## src/rtl/display_spi_rx_if.sv

```systemverilog
// display_spi_rx_if: serial display-link pins plus the received-byte handshake of display_spi_rx
// Signals: SCLK/nCS/DnC/SDIN serial inputs; RxData/RxDnC/RxValid/RxReady byte handshake;
//          Overrun/FrameError one-cycle status pulses.
// Modports: slave = the receiver, master = the environment driving the link and consuming bytes.
interface display_spi_rx_if;
  logic       SCLK;
  logic       nCS;
  logic       DnC;
  logic       SDIN;
  logic [7:0] RxData;
  logic       RxDnC;
  logic       RxValid;
  logic       RxReady;
  logic       Overrun;
  logic       FrameError;
  modport master (
    output SCLK, nCS, DnC, SDIN, RxReady,
    input  RxData, RxDnC, RxValid, Overrun, FrameError
  );
  modport slave (
    input  SCLK, nCS, DnC, SDIN, RxReady,
    output RxData, RxDnC, RxValid, Overrun, FrameError
  );
endinterface

```

## src/rtl/display_spi_rx.sv

```systemverilog
// display_spi_rx: SPI display-link byte receiver with a ready/valid output store
// Ports: Clock (rising edge), nReset (async, active-low),
//        bus (display_spi_rx_if.slave): SCLK/nCS/DnC/SDIN in, RxData/RxDnC/RxValid out,
//        RxReady in, Overrun/FrameError one-cycle pulses out.
// Config: define DISPLAY_SPI_RX_FIFO_EN for a 4-entry FIFO store; default is one holding register.
module display_spi_rx (
  input logic             Clock,
  input logic             nReset,
  display_spi_rx_if.slave bus
);
  typedef enum logic {IDLE, SHIFT} rxState;
  rxState     state;
  logic [1:0] sclkSync, ncsSync, dncSync, sdinSync;
  logic       sclkPrev;
  logic [1:0] fill;
  logic       armed;
  logic       sclkRise;
  logic [2:0] bitCnt;
  logic [7:0] shiftReg;
  logic       pushValid;
  logic [8:0] pushData;
  logic       frameError;
  logic       overrun;
  logic       pop;
  logic       accept;

  assign sclkRise = sclkSync[1] & ~sclkPrev & ~ncsSync[1];

  // fill marks when the synchronisers carry real pin values again after reset;
  // armed then waits for nCS high so a frame already active at release is ignored.
  always_ff @(posedge Clock or negedge nReset)
    if (!nReset) begin
      sclkSync <= 2'b00;
      ncsSync  <= 2'b11;
      dncSync  <= 2'b00;
      sdinSync <= 2'b00;
      sclkPrev <= 1'b0;
      fill     <= 2'b00;
      armed    <= 1'b0;
    end else begin
      sclkSync <= {sclkSync[0], bus.SCLK};
      ncsSync  <= {ncsSync[0], bus.nCS};
      dncSync  <= {dncSync[0], bus.DnC};
      sdinSync <= {sdinSync[0], bus.SDIN};
      sclkPrev <= sclkSync[1];
      fill     <= {fill[0], 1'b1};
      armed    <= armed | (fill[1] & ncsSync[1]);
    end

  always_ff @(posedge Clock or negedge nReset)
    if (!nReset) begin
      state      <= IDLE;
      bitCnt     <= 3'd0;
      shiftReg   <= 8'd0;
      pushValid  <= 1'b0;
      pushData   <= 9'd0;
      frameError <= 1'b0;
    end else begin
      pushValid  <= 1'b0;
      frameError <= 1'b0;
      if (state == IDLE) begin
        if (armed && !ncsSync[1]) begin
          state    <= SHIFT;
          bitCnt   <= 3'd0;
          shiftReg <= 8'd0;
        end
      end else if (ncsSync[1]) begin
        state      <= IDLE;
        frameError <= bitCnt != 3'd0;
      end else if (sclkRise) begin
        shiftReg <= {shiftReg[6:0], sdinSync[1]};
        bitCnt   <= bitCnt + 3'd1;
        if (bitCnt == 3'd7) begin
          pushValid <= 1'b1;
          pushData  <= {dncSync[1], shiftReg[6:0], sdinSync[1]};
        end
      end
    end

`ifdef DISPLAY_SPI_RX_FIFO_EN
  logic [8:0] mem [4];
  logic [1:0] wrPtr, rdPtr;
  logic [2:0] count;
  logic       full;

  assign full   = count[2];
  assign pop    = (count != 3'd0) & bus.RxReady;
  assign accept = pushValid & (~full | pop);

  always_ff @(posedge Clock or negedge nReset)
    if (!nReset) begin
      for (int i = 0; i < 4; i++) mem[i] <= 9'd0;
      wrPtr   <= 2'd0;
      rdPtr   <= 2'd0;
      count   <= 3'd0;
      overrun <= 1'b0;
    end else begin
      overrun <= pushValid & ~accept;
      if (accept) begin
        mem[wrPtr] <= pushData;
        wrPtr      <= wrPtr + 2'd1;
      end
      if (pop) rdPtr <= rdPtr + 2'd1;
      count <= count + {2'd0, accept} - {2'd0, pop};
    end

  assign {bus.RxDnC, bus.RxData} = mem[rdPtr];
  assign bus.RxValid             = count != 3'd0;
`else
  logic [8:0] hold;
  logic       holdValid;

  assign pop    = holdValid & bus.RxReady;
  assign accept = pushValid & (~holdValid | pop);

  always_ff @(posedge Clock or negedge nReset)
    if (!nReset) begin
      hold      <= 9'd0;
      holdValid <= 1'b0;
      overrun   <= 1'b0;
    end else begin
      overrun   <= pushValid & ~accept;
      if (accept) hold <= pushData;
      holdValid <= accept | (holdValid & ~pop);
    end

  assign {bus.RxDnC, bus.RxData} = hold;
  assign bus.RxValid             = holdValid;
`endif

  assign bus.Overrun    = overrun;
  assign bus.FrameError = frameError;
endmodule

```

## src/flat_wrapper.sv

```systemverilog
// flat-port wrapper written by rule: the top's interface ports become plain ports
module display_spi_rx_flat 
  (Clock, nReset, bus_SCLK, bus_nCS, bus_DnC, bus_SDIN, bus_RxReady, bus_RxData, bus_RxDnC, bus_RxValid, bus_Overrun, bus_FrameError);
  display_spi_rx_if bus_i ();
  input logic Clock;
  input logic nReset;
  input wire logic [$bits(bus_i.SCLK)-1:0] bus_SCLK;
  input wire logic [$bits(bus_i.nCS)-1:0] bus_nCS;
  input wire logic [$bits(bus_i.DnC)-1:0] bus_DnC;
  input wire logic [$bits(bus_i.SDIN)-1:0] bus_SDIN;
  input wire logic [$bits(bus_i.RxReady)-1:0] bus_RxReady;
  output wire logic [$bits(bus_i.RxData)-1:0] bus_RxData;
  output wire logic [$bits(bus_i.RxDnC)-1:0] bus_RxDnC;
  output wire logic [$bits(bus_i.RxValid)-1:0] bus_RxValid;
  output wire logic [$bits(bus_i.Overrun)-1:0] bus_Overrun;
  output wire logic [$bits(bus_i.FrameError)-1:0] bus_FrameError;
  assign bus_i.SCLK = bus_SCLK;
  assign bus_i.nCS = bus_nCS;
  assign bus_i.DnC = bus_DnC;
  assign bus_i.SDIN = bus_SDIN;
  assign bus_i.RxReady = bus_RxReady;
  assign bus_RxData = bus_i.RxData;
  assign bus_RxDnC = bus_i.RxDnC;
  assign bus_RxValid = bus_i.RxValid;
  assign bus_Overrun = bus_i.Overrun;
  assign bus_FrameError = bus_i.FrameError;
  display_spi_rx u_core (.Clock(Clock), .nReset(nReset), .bus(bus_i));
endmodule
```

## config.mk

```make
export PLATFORM = sky130hd
export DESIGN_NAME = display_spi_rx_flat
export DESIGN_NICKNAME = d
export VERILOG_FILES = /design/src/rtl/display_spi_rx_if.sv /design/src/rtl/display_spi_rx.sv /design/src/flat_wrapper.sv
export SDC_FILE = /design/constraint.sdc
export NUM_CORES = 1
export LEC_CHECK = 0
export ABC_AREA = 1
export CAP_MARGIN = 0
export CORE_MARGIN = 2
export CORE_UTILIZATION = 54
export CTS_CLUSTER_DIAMETER = 60
export DETAILED_ROUTE_END_ITERATION = 6
export PLACE_DENSITY = 0.89
export SETUP_SLACK_MARGIN = 0.02
export SYNTH_ARGS = -nofsm -noshare
export SYNTH_HDL_FRONTEND = slang
export SYNTH_SLANG_ARGS = --single-unit
```

## constraint.sdc

```tcl
create_clock -name Clock -period 1.7 [get_ports Clock]
set_input_delay 0.17 -clock Clock [delete_from_list [all_inputs] [get_ports Clock]]
set_output_delay 0.17 -clock Clock [all_outputs]
set_load 0.05 [all_outputs]
```

Yosys cells after proc, flatten, opt, wreduce, memory -nomap -nowiden
Index checks and enable logic that the tools add are counted.
{ "totals": {"wordCells": 58, "reg_bits": 45, "in_bits": 7, "out_inout_bits": 12} }
{ "op_classes": {"bitwise": 15, "eq_ne": 3, "addsub": 1, "reduce_logical": 6, "muxes": 17} }
{ "op_table": {"columns": ["operator", "n"], "rows": [
  ["7-bit two-way mux", 4],
  ["3-bit two-way mux", 4],
  ["1-bit two-way mux", 9],
  ["1-bit bitwise AND", 7],
  ["1-bit NOT", 5],
  ["2-bit inequality test (second input constant)", 2],
  ["4-bit AND reduction", 1],
  ["3-bit by 1-bit adder with 3-bit output (second input constant)", 1],
  ["3-bit == test (second input constant)", 1],
  ["1-bit bitwise OR", 3],
  ["3-bit AND reduction", 1],
  ["3-bit nonzero test", 1],
  ["2-bit nonzero test", 1],
  ["1-bit logical AND", 1],
  ["1-bit logical NOT", 1]
]} }

Logic depth before layout (Yosys ltp)
Gate-level depths: netlist of run 1.
{ "logic_depth": {"depth_word": 6, "ltp_mapped": 6, "ltp_nobuf": 5} }

Least setup slack after synthesis of run 1
No wires, ideal clock.
{ "synth_timing": {"kind": "reg2reg", "start": "register u_core.bitCnt[0]", "end": "register u_core.pushData[0]", "required_time_ps": 1635, "synth_period_minus_slack_ps": 1201, "stages_incl_launch_ff": 7, "t_arrival_ps": 1136, "setup_ps": 65, "slack_ps": 499, "cell_sequence": "dfrtp_1 -> ha_1 -> ha_1 -> buf_2 -> nand3_2 -> nand2_1 -> nand2_1"} }
{ "synth_via": {"elab_chain_len": 2} }
{ "synth_lines": {"columns": ["item", "line_no", "rtl"], "rows": [
  ["start, declared", "display_spi_rx.sv:18", "logic [2:0] bitCnt;"],
  ["start signal, assigned", "display_spi_rx.sv:72", "bitCnt <= bitCnt + 3'd1;"],
  ["3-bit == test", "display_spi_rx.sv:73", "if (bitCnt == 3'd7) begin"],
  ["4-bit AND reduction (no line)", null, null],
  ["end signal, assigned", "display_spi_rx.sv:75", "pushData <= {dncSync[1], shiftReg[6:0], sdinSync[1]};"],
  ["end, declared", "display_spi_rx.sv:21", "logic [8:0] pushData;"]
]} }
No other way between the ends.
A chain may end at the register's enable or synchronous reset.

Worst setup path after layout of run 1
{ "layout_timing": {"start": "register u_core.bitCnt[0]", "end": "register u_core.pushData[1]"} }
Same word-level chain as after synthesis.

==> results.toml, run 1 <==
[setup_path]
end_kind = "register"
r2r_start = "u_core.bitCnt[0]"
reg2reg_depth = 5
critical_path_class = "register to register"
worstPathRequired_ns = 1.95
r2r_setup_slack_ns = 0.25
critPathMaxFanout = 10
critPathLaunchType = "register"
r2r-end = "u_core.pushData[1]"
arrival_ns = 1.70

[synthesis]
syn_nets = 175
ys_seq_area_frac = 0.667
syn_inst = 165
ys_seq_elements = 45
synth.area.top_cells = "dfrtp_1, nand2_1, nand3_1, dfstp_2, ha_1"
yosys.cell_types.count = 17
synth_top_area_cell = "dfrtp_1"
avgSynthCellArea_um2 = 10.3
synth_top_area_share = 0.636
syn-cell-area_mm2 = 0.00169
ys_warn_count = 0

[routing]
wl_per_cell_um = 11.3
ant_nets = 0
dr.pass1.iters = 5
vias_per_cell = 4.88
drt_first_iter_violations = 47
drc = 0
routed-via-count = 1136
drt_wl_total_um = 2630

[timing]
worst_pin_slew_ns = 0.530
hold_viol = 0
holdWs_ns = 0.207
clock.fmax_mhz = 688
final.min_clock_period_ns = 1.45
layout_worst_path_cycle_share = 0.854
finalSetupTns_ns = 0
slew_headroom = 0.647
clock_skew_ns = 0.00332
setup_violations = 0
drv_slew = 0
rsz0062_at_grt = "false"

[min_path]
hp-start = "bus_nCS"
hold-path-endpoint = "u_core.ncsSync[0]"
min_path_cells = 1
hold_class = "input port to register"

[global_route]
grt_max_degree = 46
grt_pass1_vias = 1094
grt_overflow = 0
grt_pass1_wl_um = 4560
grt_antenna_before_repair = 0
grt_usage = 0.178

[clocking]
htreeDepth = 2
clk_pin_slew_ns = 0.11
cts.sinks = 45
root_buffer = "clkbuf_4"
tritoncts = "done"
clk_path_buf_depth = 2
cts_made_buffers = 5
insertion_delay_ns = 0.35

[floorplan]
coreArea_mm2 = 0.00303
die-height_um = 60.0
initial_utilization = 0.559
rows = 20
pin_count = 19
die_x_um = 60.0
die_area_mm2 = 0.00360

[layout]
fillers = 258
area_growth_syn_to_layout_pct = 15.4
diodes = 0
drive_above_1_share = 0.0952
final_area_mm2 = 0.00195
nets = 198
multiInputGateArea_um2 = 492
seq_area_mm2 = 0.00113

[power_and_ir_drop]
ir_drop_v = 0.000560
power_leakage_nw = 1.13
power_density_mw_per_mm2 = 862

[job]
drv_cap = 0

[placed_design]
postPlaceCellArea_mm2 = 0.00190
portBuffers = 18
hpwlAfterDp_um = 1870
gp_congestion = 0.749

[outcome]
status = "finished clean"
## worst max-delay path, stage by stage (launching register included)
cell and delay (ns):
dfrtp_1 0.40, ha_1 0.17, ha_1 0.35, nand3_2 0.24, nand2_1 0.12, nand2_1 0.06
## layout by cell type, fill, tap and decap left out
master and count:
clkdlybuf4s50_1 5, clkbuf_4 5, dfstp_2 2, nand3_2 1
conb_1 1, dlygate4sd2_1 10, ha_1 3, nand2_1 63
buf_4 3, nand2_4 1, nand2_2 1, dlymetal6s2s_1 1
dfrtp_1 43, clkbuf_1 3, nand3_1 29, inv_1 9
nor2_2 1, a211oi_1 1, buf_2 1, inv_2 2
nor2_8 1, dlygate4sd3_1 1, nor2_1 2
## worst max path at each step
stage / start / to / slack, ns / cells after the start
floorplan: u_core.bitCnt[0] / u_core.pushData[0] / 0.50 / 6
global placement: u_core.bitCnt[1] / u_core.pushData[6] / 0.40 / 5
detailed placement: u_core.bitCnt[0] / u_core.pushData[0] / 0.27 / 5
CTS: u_core.bus.Overrun / bus_Overrun / 0.03 / 1
global route: u_core.bitCnt[0] / u_core.pushData[4] / 0.08 / 5
finish: u_core.bitCnt[0] / u_core.pushData[1] / 0.25 / 5
## report_power, final
| group | total [W] | internal, W | switching [W] |
|---|---|---|---|
| registers | 0.00112 | 0.00110 | 0.0000185 |
| clock network | 0.000464 | 0.000165 | 0.000299 |
| logic | 0.000103 | 0.0000333 | 0.0000694 |
| total | 0.00168 | 0.00130 | 0.000387 |
## per-stage QoR
step	utilization	worst slack, ns	power, W	instances
6_report	0.645	0.247	0.00168	233
5_1_grt	0.645	0.0773	0.00176	233
4_1_cts	0.644	0.0269	0.00171	233
3_5_place_dp	0.629	0.269	0.00124	224
3_3_place_gp	0.629	0.401	0.00123	224
2_1_floorplan	-	0.499	0.00119	165
## layer usage
metal | global-route usage | wire (um) | share of wire | vias up
met5 | 0 | 0 | 0 | -
met4 | 0.0571 | 29 | 0.011 | 0
met3 | 0.0649 | 148 | 0.056 | 2
met2 | 0.306 | 1300 | 0.49 | 32
met1 | 0.206 | 1150 | 0.44 | 540
li1 | - | - | - | 562
## flip-flops by register name, summed over array words and instances, names as in the netlist, 2 cells and up
| name | count |
|---|---|
| u_core.ncsSync | 2 |
| u_core.dncSync | 2 |
| u_core.shiftReg | 7 |
| u_core.fill | 2 |
| u_core.sdinSync | 2 |
| u_core.sclkSync | 2 |
| u_core.hold | 9 |
| u_core.pushData | 9 |
| u_core.bitCnt | 3 |
## layout make-up
type / count / share of cell area
sequential: 45 / 0.578
multi-input combinational: 104 / 0.252
timing repair buffer: 21 / 0.0961
tap: 44 / 0.0282
clock buffer: 8 / 0.0250
inverter: 11 / 0.0211
## cells in the mapped netlist
cell type  instances
buf_2              4
dfrtp_1           43
nand3_2            1
conb_1             1
dfstp_2            2
inv_1              9
buf_6              1
nand3_1           29
nand2_1           63
nand2_2            1
inv_2              2
a211oi_1           1
nor2_1             2
nor2_8             1
ha_1               3
nor2_2             1
nand2_4            1
## what timing repair did
item	in CTS	in global routing
resized for setup	10	1
setup buffers	0	0
endpoints found under the hold margin	43	0
hold buffers	1	0
setup endpoints to repair	10	1
## cells by family after synthesis
family / Yosys count / share of synthesized area
AOI/OAI and AO/OA: 1 / 0.00444
adders and majority gates: 3 / 0.0222
buffers and inverters: 16 / 0.0429
DFF: 45 / 0.667
other: 1 / 0.00222
and+or+nand+nor: 99 / 0.262
(Power assumes the default switching activity.)
==> run 2: changes to the inputs <==
--- a/config.mk
+++ b/config.mk
@@ -5,13 +5,12 @@
 export SDC_FILE = /design/constraint.sdc
 export NUM_CORES = 1
 export LEC_CHECK = 0
-export ABC_AREA = 1
 export CAP_MARGIN = 0
 export CORE_MARGIN = 2
-export CORE_UTILIZATION = 54
+export CORE_UTILIZATION = 53
 export CTS_CLUSTER_DIAMETER = 60
 export DETAILED_ROUTE_END_ITERATION = 6
-export PLACE_DENSITY = 0.89
+export PLACE_DENSITY = 0.88
 export SETUP_SLACK_MARGIN = 0.02
 export SYNTH_ARGS = -nofsm -noshare
 export SYNTH_HDL_FRONTEND = slang
==> results.toml, run 2 <==
[outcome]
status = "finished clean"

[layout]
mostFrequentLayoutCells = "dfrtp_1, dlygate4sd2_1, mux2_2, mux2_4, a22o_1"
fin_util = 0.646
diodes = 0
reg_top3 = "u_core.hold x9, u_core.pushData x9, u_core.shiftReg x7"
final_area_mm2 = 0.00192
final_common_cell = "dfrtp_1"
nets = 132
drive_above_1_share = 0.276
area_growth_syn_to_layout_pct = 18.9

[synthesis]
synth-edff-count = 0
yosysMostFrequentCell = "dfrtp_1"
syn-cell-area_mm2 = 0.00162
ys_seq_elements = 45
synth_ff_type = "dfrtp_1"
ys_warn_count = 0
syn_nets = 106
synth_top_area_cell = "dfrtp_1"
syn_inst = 96
ys_seq_area_frac = 0.698
synth.area.top_cells = "dfrtp_1, mux2_4, mux2_2, a22o_1, dfstp_2"
synthArstFlopShare = 1.00
yosys.cell_types.count = 17
synth_commonest_cells = "dfrtp_1, mux2_2, a22o_1, mux2_4, inv_1"
synth_top_area_share = 0.665
avgSynthCellArea_um2 = 16.9

[setup_path]
crit_family = "buffers and inverters"
end_kind = "output pin"
arrival_ns = 1.26
critPathMaxFanout = 2
crit_path_cell_trace = "dlygate4sd2_1"
cp_num_buf_inv = 1
cp_slowest_cell = "dlygate4sd2_1"
critPathLaunchType = "register"
worstPathRequired_ns = 1.53
cpPeakStageDelay_ns = 0.53
critical_path_class = "register to output pin"

[placed_design]
postPlaceCellArea_mm2 = 0.00184
gp_congestion = 0.660
portBuffers = 18
hpwlAfterDp_um = 1580

[job]
drv_cap = 0

[power_and_ir_drop]
power_leakage_nw = 1.03
power_density_mw_per_mm2 = 960
ir_drop_v = 0.000579

[timing]
worst_pin_slew_ns = 0.546
final.min_clock_period_ns = 1.43
rsz0062_at_grt = "false"
finalSetupTns_ns = 0
layout_worst_path_cycle_share = 0.844
clock.fmax_mhz = 697
slew_headroom = 0.636
hold_viol = 0
clock_skew_ns = 0.0115
holdWs_ns = 0.226
drv_slew = 0
setup_violations = 0

[floorplan]
die_x_um = 59.3
rows = 20
initial_utilization = 0.543
pin_count = 19
die_area_mm2 = 0.00351
die-height_um = 59.3
coreArea_mm2 = 0.00298

[min_path]
hold_class = "input port to register"

[routing]
ant_nets = 0
drc = 0
vias_per_cell = 5.21
dr.pass1.iters = 4
drt_first_iter_violations = 15
routed-via-count = 813
wl_per_cell_um = 14.7
drt_wl_total_um = 2290

[clocking]
tritoncts = "done"
clk_pin_slew_ns = 0.13
root_buffer = "clkbuf_4"
clk_path_buf_depth = 2
cts.sinks = 45
htreeDepth = 2
insertion_delay_ns = 0.35
cts_made_buffers = 5

[global_route]
grt_pass1_wl_um = 3880
grt_overflow = 0
grt_usage = 0.158
grt_max_degree = 46
grt_pass1_vias = 867
grt_antenna_before_repair = 0
-- run 2: changes by cell type after synthesis, moves of 2 or more --
cell     before  now
nand2_1      63    3
inv_1         9    5
nand3_1      29    0
mux2_4        0    9
buf_2         4    1
a22o_1        0    9
mux2_2        0   10
nor2_1        2    4
inv_2         2    0
-- run 2: final timing paths --
path,endpoint,slack (ns),from,cells past startpoint
max,bus_RxData[0],0.27,u_core.hold[0],1
min,u_core.ncsSync[0],0.23,bus_nCS,1
max reg2reg,u_core.pushData[0],0.29,u_core.bitCnt[0],4
min reg2reg,u_core.sdinSync[1],0.36,u_core.sdinSync[0],0
max in group asynchronous,u_core.ncsSync[0],0.90,nReset,3
min in group asynchronous,u_core.bus.Overrun,0.40,nReset,3
-- run 2: what timing repair did --
item                                   in CTS  in global routing
buffers inserted                            0                  0
gates resized for setup                    11                  1
endpoints found under the hold margin      43                  0
setup endpoints to repair                  11                  1
hold buffers                                1                  0
-- run 2: cell families (layout without fill, tap and decap cells) --
family,after synthesis,count (layout),share of synthesized area
AO/OA/AOI/OAI,12,12,0.0665
adder cells (fa/ha/maj),3,3,0.0232
buffers and inverters,6,33,0.0147
flip-flops,45,45,0.698
multiplexers,19,19,0.153
other,1,1,0.00232
AND/OR/NAND/NOR,10,10,0.0425
-- run 2: routing by layer --
metal	part of all wire	track usage
met4	0.021	0.0974
met5	0	0
met3	0.042	0.0459
met2	0.51	0.264
met1	0.43	0.178
-- run 2: power by group --
part | internal [W] | switching [W]
logic | 0.0000294 | 0.0000399
registers | 0.00109 | 0.0000121
clock network | 0.000350 | 0.000323
-- run 2: layout make-up --
class                   instances  area (um^2)
well taps                      33         41.3
clock buffers                   6         51.3
multi-input cells              45          465
inverters                       5         18.8
flip-flops and latches         45         1130
fillers                       226         1050
clock inverters                 2         37.5
repair buffers                 20          181
-- run 2: through the flow --
| step | instances | total power (W) | setup WS, ns |
|---|---|---|---|
| 3_3_place_gp | 147 | 0.00119 | 0.198 |
| 3_5_place_dp | 147 | 0.00120 | 0.123 |
| 5_1_grt | 156 | 0.00193 | 0.182 |
| 2_1_floorplan | 96 | 0.00115 | 0.207 |
| 6_report | 156 | 0.00185 | 0.266 |
| 4_1_cts | 156 | 0.00188 | 0.0323 |
